### config.mk
export PLATFORM = sky130hd
export DESIGN_NAME = sha256_job_scheduler
export DESIGN_NICKNAME = d
export VERILOG_FILES = /design/src/rtl/sha256_job_scheduler.sv
export SDC_FILE = /design/constraint.sdc
export NUM_CORES = 1
export LEC_CHECK = 0
export BUFFER_PORTS_ARGS = -buffer_cell sky130_fd_sc_hd__buf_2
export CORE_AREA = 2 2 101 103
export CTS_BUF_LIST = sky130_fd_sc_hd__clkbuf_8
export CTS_CLUSTER_SIZE = 16
export DETAILED_ROUTE_END_ITERATION = 6
export DIE_AREA = 0 0 103 105
export PLACE_DENSITY_LB_ADDON = 0.15
export REMOVE_ABC_BUFFERS = 1
export SLEW_MARGIN = 25
export SYNTH_ARGS = -nofsm -noshare
export SYNTH_HDL_FRONTEND = slang
export SYNTH_SLANG_ARGS = --single-unit
### constraint.sdc
create_clock -name clk -period 3.1 [get_ports clk]
set_input_delay 0.31 -clock clk [delete_from_list [all_inputs] [get_ports clk]]
set_output_delay 0.31 -clock clk [all_outputs]
set_load 0.02 [all_outputs]
### src/rtl/sha256_job_scheduler.sv
// ---------------------------------------------------------------------------
// sha256_job_scheduler
//
// Shares one simplified_sha256 core between NUM_REQ requesters. Each
// requester submits a message address and an output address. A round-robin
// arbiter picks one job while the core is idle and issues it with a
// one-cycle start pulse. The scheduler then follows the core's level-done
// signal through busy and back to idle and reports completion to the owner.
// A watchdog aborts a hung core by pulsing its reset for two cycles and
// reports an error completion.
//
// Ports
//   clk                in   clock, rising edge
//   reset              in   asynchronous, active-high reset
//   req_valid          in   [NUM_REQ]      job request, one bit per requester
//   req_msg_addr       in   [NUM_REQ*16]   message address, requester i at [16i+15:16i]
//   req_out_addr       in   [NUM_REQ*16]   output address, same packing
//   req_ready          out  [NUM_REQ]      one-cycle accept pulse to the winner
//   cmp_valid          out  [NUM_REQ]      one-cycle completion pulse to the owner
//   cmp_error          out  1              qualifies cmp_valid: 1 = watchdog abort
//   core_start         out  1              start pulse to the core
//   core_message_addr  out  16             message address of the current job
//   core_output_addr   out  16             output address of the current job
//   core_done          in   1              core level-done, high while core is idle
//   core_reset_n       out  1              active-low reset to the core
//   busy               out  1              high in every state except IDLE
//   grant_id           out  GW             current or most recent grant index
//
// Every output is decoded from registered state or registered data, so there
// is no combinational path from any input to any output.
// ---------------------------------------------------------------------------
module sha256_job_scheduler #(
  parameter int  NUM_REQ = 4,
  parameter int  TIMEOUT = 2048,
  localparam int GW      = $clog2(NUM_REQ)
) (
  input  logic                   clk,
  input  logic                   reset,
  input  logic [NUM_REQ-1:0]     req_valid,
  input  logic [NUM_REQ*16-1:0]  req_msg_addr,
  input  logic [NUM_REQ*16-1:0]  req_out_addr,
  output logic [NUM_REQ-1:0]     req_ready,
  output logic [NUM_REQ-1:0]     cmp_valid,
  output logic                   cmp_error,
  output logic                   core_start,
  output logic [15:0]            core_message_addr,
  output logic [15:0]            core_output_addr,
  input  logic                   core_done,
  output logic                   core_reset_n,
  output logic                   busy,
  output logic [GW-1:0]          grant_id
);

  typedef enum logic [2:0] {
    S_IDLE,
    S_START,
    S_WAIT_BUSY,
    S_WAIT_DONE,
    S_COMPLETE,
    S_RECOVER1,
    S_RECOVER2
  } state_e;

  // Last watchdog count before abort; TIMEOUT is at most 65535 so it fits.
  localparam logic [15:0] WD_LAST = 16'(TIMEOUT - 1);

  state_e          state_q, state_d;
  logic [GW-1:0]   last_grant_q, last_grant_d;
  logic [GW-1:0]   grant_id_q, grant_id_d;
  logic [15:0]     msg_addr_q, msg_addr_d;
  logic [15:0]     out_addr_q, out_addr_d;
  logic [15:0]     wd_cnt_q, wd_cnt_d;
  // Low during reset and for the first cycle after it; releases the core
  // one edge after the scheduler itself leaves reset.
  logic            core_rel_q, core_rel_d;

  // -------------------------------------------------------------------------
  // Unpack the per-requester address buses.
  // -------------------------------------------------------------------------
  logic [15:0] msg_arr [NUM_REQ];
  logic [15:0] out_arr [NUM_REQ];

  for (genvar i = 0; i < NUM_REQ; i++) begin : g_unpack
    assign msg_arr[i] = req_msg_addr[16*i +: 16];
    assign out_arr[i] = req_out_addr[16*i +: 16];
  end

  // -------------------------------------------------------------------------
  // Round-robin arbiter: first set request searching upward from
  // last_grant+1, wrapping modulo NUM_REQ.
  // -------------------------------------------------------------------------
  logic          arb_found;
  logic [GW-1:0] arb_winner;
  logic [GW-1:0] arb_idx;

  always_comb begin
    // NOTE: every variable gets a default before any conditional assignment,
    // otherwise a path that skips the assignment infers a latch.
    arb_found  = 1'b0;
    arb_winner = '0;
    arb_idx    = '0;
    for (int k = 1; k <= NUM_REQ; k++) begin
      arb_idx = GW'((int'(last_grant_q) + k) % NUM_REQ);
      if (!arb_found && req_valid[arb_idx]) begin
        arb_found  = 1'b1;
        arb_winner = arb_idx;
      end
    end
  end

  // -------------------------------------------------------------------------
  // Next-state logic
  // -------------------------------------------------------------------------
  always_comb begin
    state_d      = state_q;
    last_grant_d = last_grant_q;
    grant_id_d   = grant_id_q;
    msg_addr_d   = msg_addr_q;
    out_addr_d   = out_addr_q;
    wd_cnt_d     = wd_cnt_q;
    core_rel_d   = 1'b1;

    unique case (state_q)
      S_IDLE: begin
        // A low core_done here means the core is still held or recovering.
        if (arb_found && core_done) begin
          grant_id_d   = arb_winner;
          last_grant_d = arb_winner;
          msg_addr_d   = msg_arr[arb_winner];
          out_addr_d   = out_arr[arb_winner];
          state_d      = S_START;
        end
      end

      S_START: begin
        wd_cnt_d = '0;
        state_d  = S_WAIT_BUSY;
      end

      // The watchdog keeps counting across the WAIT_BUSY -> WAIT_DONE hop so
      // the limit is measured from the start pulse. A done edge seen in the
      // same cycle as the last count takes priority over the abort.
      S_WAIT_BUSY: begin
        wd_cnt_d = wd_cnt_q + 16'd1;
        if (!core_done) begin
          state_d = S_WAIT_DONE;
        end else if (wd_cnt_q == WD_LAST) begin
          state_d = S_RECOVER1;
        end
      end

      S_WAIT_DONE: begin
        wd_cnt_d = wd_cnt_q + 16'd1;
        if (core_done) begin
          state_d = S_COMPLETE;
        end else if (wd_cnt_q == WD_LAST) begin
          state_d = S_RECOVER1;
        end
      end

      S_COMPLETE: state_d = S_IDLE;
      S_RECOVER1: state_d = S_RECOVER2;
      S_RECOVER2: state_d = S_IDLE;

      default: state_d = S_IDLE;
    endcase
  end

  // -------------------------------------------------------------------------
  // State and data registers
  // -------------------------------------------------------------------------
  always_ff @(posedge clk or posedge reset) begin
    if (reset) begin
      state_q      <= S_IDLE;
      last_grant_q <= GW'(NUM_REQ - 1);
      grant_id_q   <= '0;
      msg_addr_q   <= '0;
      out_addr_q   <= '0;
      wd_cnt_q     <= '0;
      core_rel_q   <= 1'b0;
    end else begin
      // NOTE: non-blocking assignments so every register samples the values
      // from before this edge, independent of statement order.
      state_q      <= state_d;
      last_grant_q <= last_grant_d;
      grant_id_q   <= grant_id_d;
      msg_addr_q   <= msg_addr_d;
      out_addr_q   <= out_addr_d;
      wd_cnt_q     <= wd_cnt_d;
      core_rel_q   <= core_rel_d;
    end
  end

  // -------------------------------------------------------------------------
  // Output decode, purely from registered state and data
  // -------------------------------------------------------------------------
  logic [NUM_REQ-1:0] grant_onehot;
  logic               in_recover;

  assign grant_onehot = {{(NUM_REQ-1){1'b0}}, 1'b1} << grant_id_q;
  assign in_recover   = (state_q == S_RECOVER1) || (state_q == S_RECOVER2);

  always_comb begin
    req_ready    = '0;
    cmp_valid    = '0;
    cmp_error    = 1'b0;
    core_start   = 1'b0;
    unique case (state_q)
      S_START: begin
        req_ready  = grant_onehot;
        core_start = 1'b1;
      end
      S_COMPLETE: begin
        cmp_valid = grant_onehot;
      end
      S_RECOVER2: begin
        cmp_valid = grant_onehot;
        cmp_error = 1'b1;
      end
      default: ;
    endcase
  end

  assign core_reset_n      = core_rel_q && !in_recover;
  assign busy              = (state_q != S_IDLE);
  assign grant_id          = grant_id_q;
  assign core_message_addr = msg_addr_q;
  assign core_output_addr  = out_addr_q;

endmodule
### Word level (Yosys, flattened, before mapping)

Index checks and enable logic that the tools add are counted.

| word-level totals | value |
|---|---|
| bits in registers | 56 |
| bits of input ports | 135 |

| cells by class | value |
|---|---|
| $add $sub $neg | 5 |
| $lt $le $gt $ge | 5 |
| eq/ne operators | 8 |
| shift-type cells | 1 |
| muxes and demuxes | 32 |
| bitwise logic cells | 1 |
| reduce and logical (&&, ||, !) cells | 16 |

Operators with widths:

| kind | count |
|---|---|
| binary-select mux 16 bit (select 2 bit) | 2 |
| 2-to-1 mux 16 bit | 4 |
| case mux 16 bit (2 select lines) | 1 |
| adder 16 x 1 -> 16 bit (second input constant) | 1 |
| == test 16 x 11 -> 1 bit (second input constant) | 1 |
| case mux 3 bit (5 select lines) | 1 |
| < comparator 2 x 3 -> 1 bit (second input constant) | 4 |
| 2-to-1 mux 3 bit | 4 |
| 2-to-1 mux 1 bit | 10 |
| == test 3 bit (second input constant) | 3 |
| binary-select mux 1 bit (select 2 bit) | 4 |
| 2-to-1 mux 2 bit | 4 |
| 2-to-1 mux 4 bit | 2 |
| == test 3 x 2 -> 1 bit (second input constant) | 2 |
| logical AND 1 bit | 5 |
| adder 2 x 1 -> 2 bit (second input constant) | 2 |
| adder 2 bit (second input constant) | 2 |
| logical NOT 1 bit | 4 |
| OR reduction 2 bit | 2 |
| left shift 1 x 2 -> 4 bit (first input constant) | 1 |
| == test 3 x 1 -> 1 bit (second input constant) | 1 |
| >= comparator 3 bit (second input constant) | 1 |
| logical NOT 3 bit | 1 |
| inverter 2 -> 3 bit | 1 |
| other kinds (5) | 5 |

### Longest topological paths before layout

| logic depth | value |
|---|---|
| depth after elaboration | 17 |
| gate-level depth with buffers | 7 |

### Least setup slack after synthesis

OpenSTA, ideal clock, no wires.

| timing | value |
|---|---|
| path type | reg-to-reg |
| start point | register last_grant_q[0] |
| end point | register msg_addr_q[0], in the netlist core_message_addr[0] |
| arrival | 1571 ps |
| setup slack | 1386 ps |
| cell stages (with the launch flop) | 8 |
| path buffers | 2 |
| clock period less this slack | 1714 ps |
| cells stage by stage | dfstp_2 -> nand2b_2 -> o21ai_2 -> a211oi_2 -> buf_6 -> buf_12 -> mux2i_1 -> o221ai_1 |

| between the ends | value |
|---|---|
| longest elaborated chain between the ends | 17 |
| elaborated cells on any way between the ends | 32 |
| classes of those cells | 4 x add/sub; 19 x mux; 1 x bitwise; 8 x reduce/logical |

Ends and longest elaborated chain:

| what | line | text |
|---|---|---|
| start: declaration | 68 | `logic [GW-1:0] last_grant_q, last_grant_d;` |
| start signal: assignment | 175 | `last_grant_q <= GW'(NUM_REQ - 1);` |
| start signal: assignment | 185 | `last_grant_q <= last_grant_d;` |
| adder 2 x 1 -> 2 bit | 103 | `arb_idx = GW'((int'(last_grant_q) + k) % NUM_REQ);` |
| binary-select mux 1 bit (select 2 bit) | 104 | `if (!arb_found && req_valid[arb_idx]) begin` |
| 2-to-1 mux 1 bit (not written as such) | 104 |  |
| 2-to-1 mux 1 bit | 104 |  |
| logical NOT 1 bit | 104 |  |
| logical AND 1 bit | 104 |  |
| 2-to-1 mux 1 bit | 104 |  |
| logical NOT 1 bit | 104 |  |
| logical AND 1 bit | 104 |  |
| 2-to-1 mux 1 bit | 104 |  |
| logical NOT 1 bit | 104 |  |
| logical AND 1 bit | 104 |  |
| 2-to-1 mux 2 bit | 104 |  |
| inverter 2 -> 3 bit (not written as such) | 129 | `msg_addr_d = msg_arr[arb_winner];` |
| binary-select mux 16 bit (select 2 bit) | 129 |  |
| 2-to-1 mux 16 bit (not written as such) (2 in series) | 129 |  |
| end signal: assignment | 187 | `msg_addr_q <= msg_addr_d;` |
| end: declaration | 70 | `logic [15:0] msg_addr_q, msg_addr_d;` |

Parallel ways exist; a longest one is shown, timed or not. The select of a mux whose other input is x is not followed.
A chain may end at the register's enable or synchronous reset.

### Final worst setup path

| timing | value |
|---|---|
| start point | register last_grant_q[0] |
| end point | register out_addr_q[6], in the netlist core_output_addr[6] |

| between the ends | value |
|---|---|
| longest elaborated chain between the ends | 17 |
| elaborated cells on any way between the ends | 32 |
| classes of those cells | 4 x add/sub; 19 x mux; 1 x bitwise; 8 x reduce/logical |

Ends and longest elaborated chain:

| what | line | text |
|---|---|---|
| adder 2 x 1 -> 2 bit | 103 |  |
| binary-select mux 1 bit (select 2 bit) | 104 |  |
| 2-to-1 mux 1 bit (not written as such) | 104 |  |
| 2-to-1 mux 1 bit | 104 |  |
| logical NOT 1 bit | 104 |  |
| logical AND 1 bit | 104 |  |
| 2-to-1 mux 1 bit | 104 |  |
| logical NOT 1 bit | 104 |  |
| logical AND 1 bit | 104 |  |
| 2-to-1 mux 1 bit | 104 |  |
| logical NOT 1 bit | 104 |  |
| logical AND 1 bit | 104 |  |
| 2-to-1 mux 2 bit | 104 |  |
| inverter 2 -> 3 bit (not written as such) | 130 | `out_addr_d = out_arr[arb_winner];` |
| binary-select mux 16 bit (select 2 bit) | 130 |  |
| 2-to-1 mux 16 bit (not written as such) (2 in series) | 130 |  |
| end signal: assignment | 188 | `out_addr_q <= out_addr_d;` |
| end: declaration | 71 | `logic [15:0] out_addr_q, out_addr_d;` |

Parallel ways exist; a longest one is shown, timed or not. The select of a mux whose other input is x is not followed.

==> impl_metrics.env <==
export IMPL_outcome="finished clean"
export IMPL_die_w_um=103
export IMPL_switching_power_mw=1.54
export IMPL_antenna_found_initial=0
export IMPL_cts_setup_buffers=0
export IMPL_worst_slew_pin_slew_ns=0.541
export IMPL_numClockSinks=56
export IMPL_synth_edf_count=0
export IMPL_hpwl_um=6840
export IMPL_met1_usage_pct=21.0
export IMPL_synthesis_area_um2=3310
export IMPL_crit_type="flop to flop"
export IMPL_synth_cells=326
export IMPL_critical_path_cell_chain="nand2b_1 > a21oi_2 > a211oi_4 > buf_12 > mux2i_1 > o221ai_1"
export IMPL_crit_arrival_ns=2.32
export IMPL_cts_max_path_buffers=2
export IMPL_worstPathRequired_ns=3.29
export IMPL_syn_mean_instance_area_um2=10.1
export IMPL_root_buffer="clkbuf_8"
export IMPL_io_pins=181
export IMPL_wl_um=9270
export IMPL_worst_setup_path_start_kind="flop"
export IMPL_place_congestion=0.795
export IMPL_cts_resized=0
export IMPL_cts_tree="done"
export IMPL_ys_warnings_count=0
export IMPL_area_growth_pct=32.9
export IMPL_ys_ff_latch=56
export IMPL_ant_nets=0
export IMPL_rsz0062_at_grt="false"
export IMPL_post_route_period_util_pct=68.7
export IMPL_drt_pass1_iter_count=4
export IMPL_drv_cap=0
export IMPL_clkTransAtPathRegs_ns=0.11
export IMPL_end_kind="flop"
export IMPL_yosys_most_used_dff="dfrtp_1"
export IMPL_grt_pass1_wl_um=14400
export IMPL_seq_power_share_pct=33.1
export IMPL_start_util_pct=34.3
export IMPL_core_um2=9640
export IMPL_die_y_um=105
export IMPL_track_usage_pct=16.5
export IMPL_wl_per_cell_um=14.6
export IMPL_diodes=0
export IMPL_power_frac_clock_pct=14.9
export IMPL_multi_input_area_um2=1700
export IMPL_power_density_nw_per_um2=814
export IMPL_power_frac_comb_pct=52.1
export IMPL_clk_latency_ns=0.31
export IMPL_met2_usage_pct=29.0
export IMPL_slowest_stage="dfstp_2"
export IMPL_drive_above_1_share_pct=41.2
export IMPL_p_int_mw=2.04
export IMPL_grt_most_used_layer="met2"
export IMPL_max_freq_mhz=470
export IMPL_vias_per_cell=4.97
export IMPL_io_buffer_count=180
export IMPL_synth_cell_type_count=41
export IMPL_switching_share_pct=43.0
export IMPL_seq_area_frac_synth_pct=42.5
export IMPL_final_max_slew_viol_count=0
export IMPL_drt_iter0_drc=161
export IMPL_finClkSkew_ns=0.0107
export IMPL_fin_ws_ns=0.971
export IMPL_peakVddDrop_mv=0.342
export IMPL_drc_errors=0
export IMPL_grt_pass1_vias=3022
export IMPL_seq_area_um2=1400
export IMPL_dieArea_um2=10800
export IMPL_via_count=3144
export IMPL_nNetsFinal=635
export IMPL_finalWorstPathRequiredPeriod_ns=2.13
export IMPL_grt_overflow=0
export IMPL_ys_async_sr_fraction_pct=100
export IMPL_leakagePower_nw=2.31
export IMPL_grt_max_degree=57
export IMPL_n_fill_cell=966
export IMPL_total_power_mw=3.58
export IMPL_dp_slack_ns=0.963
export IMPL_use_met3_pct=2.47
export IMPL_hold_class="primary input to asynchronous set/reset pin"
export IMPL_relSlewSlack_pct=63.9
export IMPL_critPathMaxStageDelay_ns=0.55
export IMPL_postCtsHoldBufs=0
export IMPL_hold_violations=0
export IMPL_htree_num_levels=2
export IMPL_rows=36
export IMPL_setup_viol=0
export IMPL_worstPathMaxFanout=55
export IMPL_cts_buffers=5
## per-stage QoR
step / utilization [%] / setup TNS, ns / std cells / hold WS, ns / instance area, µm²
floorplan: - / -63.81 / 305 / 0.448 / 3120
global placement: 44.3 / 0 / 625 / 0.399 / 4270
detailed placement: 44.3 / 0 / 625 / 0.399 / 4270
CTS: 45.6 / 0 / 633 / 0.0469 / 4400
global route: 45.6 / 0 / 633 / 0.0628 / 4400
finish: 45.6 / 0 / 633 / 0.0405 / 4400
## routing by layer
metal	part of all wire, %	up-vias
met5	0	-
met4	0.97	0
met3	4.8	6
met2	51	87
met1	43	1500
li1	-	1551
## cell usage after synthesis (all sizes together) (2+ instances only)
cell type  instances  area share, %
o21ai             16            2.5
mux2i             67             20
and3               4           0.76
clkbuf             9            1.0
o221ai            33            8.7
nand2             58            6.6
inv                5           0.57
dfstp              2            1.6
o31ai              2           0.45
o22ai              2           0.38
o211ai             3           0.68
a21oi              4           0.72
nand2b             6            1.2
a21boi             2           0.45
dfrtp             54             41
buf               12            4.7
nand3              8            1.2
xor2               2           0.53
nor2              16            1.9
nand4              4           0.95
nor3               5           0.76
## sequential cells by signal (all words and copies together), names as in the netlist
signal / cells
core_output_addr: 16
core_rel_q: 1
grant_id: 2
state_q: 3
core_message_addr: 16
wd_cnt_q: 16
last_grant_q: 2
## power by group through the flow
stage                     Combinational, mW  Clock [mW]  Sequential (mW)
after floorplan                        1.12           0             1.43
after global placement                 1.88           0             1.19
after detailed placement               1.90           0             1.20
after CTS                              1.90       0.553             1.18
after global routing                   2.05       0.583             1.22
final                                  1.86       0.532             1.18
## cells by family (layout without fill, tap and decap cells)
group                      after synthesis  after routing  share of synthesized area [%]
and+or+nand+nor                        106            106                           14.5
muxes                                   67             67                           20.3
AOI/OAI and AO/OA                       66             66                           15.1
DFF                                     56             56                           42.5
buffers and inverters                   26            200                           6.32
adders and majority gates                2              2                          0.681
xor gates and xnor gates                 2              2                          0.530
other                                    1              1                          0.113
## area by class of cell
cell class / count / area share (%)
clock buffers: 7 / 2.19
well taps: 133 / 3.79
clock inverters: 1 / 0.683
repair buffers: 187 / 22.3
flip-flops and latches: 56 / 31.9
inverters: 5 / 0.427
multi-input cells: 244 / 38.7
## worst max-delay path: cells and delay by family (launching register included)
family / cells / cell delay (ns)
mux: 1 / 0.30
compound gates: 3 / 0.59
buf+inv: 1 / 0.35
simple gates: 1 / 0.15
flops: 1 / 0.55
## cell usage in the layout, fill, tap and decap left out, types with 2 or more instances in the layout
master	netlist	routed
and3_1	4	4
xor2_1	2	2
o31ai_1	2	2
inv_2	2	3
o22ai_1	2	2
mux2i_1	67	67
buf_12	6	2
o221ai_1	33	33
o211ai_1	3	3
nor3_1	5	5
a21boi_0	2	2
dfstp_2	2	2
nand2_1	58	58
nand4_1	3	3
dfrtp_1	54	54
inv_1	3	2
nor2_1	15	15
nand3_1	8	8
o21ai_0	15	15
a21oi_1	3	3
clkbuf_8	0	7
buf_4	0	5
buf_2	5	180
nand2b_1	5	5
## final timing paths
path                                       start                   end  slack, ns  cells past startpoint
worst max-delay path             last_grant_q[0]   core_output_addr[6]       0.97                      6
worst min-delay path                       reset   core_output_addr[0]       0.04                      3
worst max register to register   last_grant_q[0]   core_output_addr[6]       0.97                      6
worst min register to register      wd_cnt_q[10]          wd_cnt_q[10]       0.49                      1
max in group asynchronous                  reset       last_grant_q[1]       2.76                      3
min in group clk                req_out_addr[63]  core_output_addr[15]       0.29                      3
No activity file was read; power rests on OpenSTA's default activity.
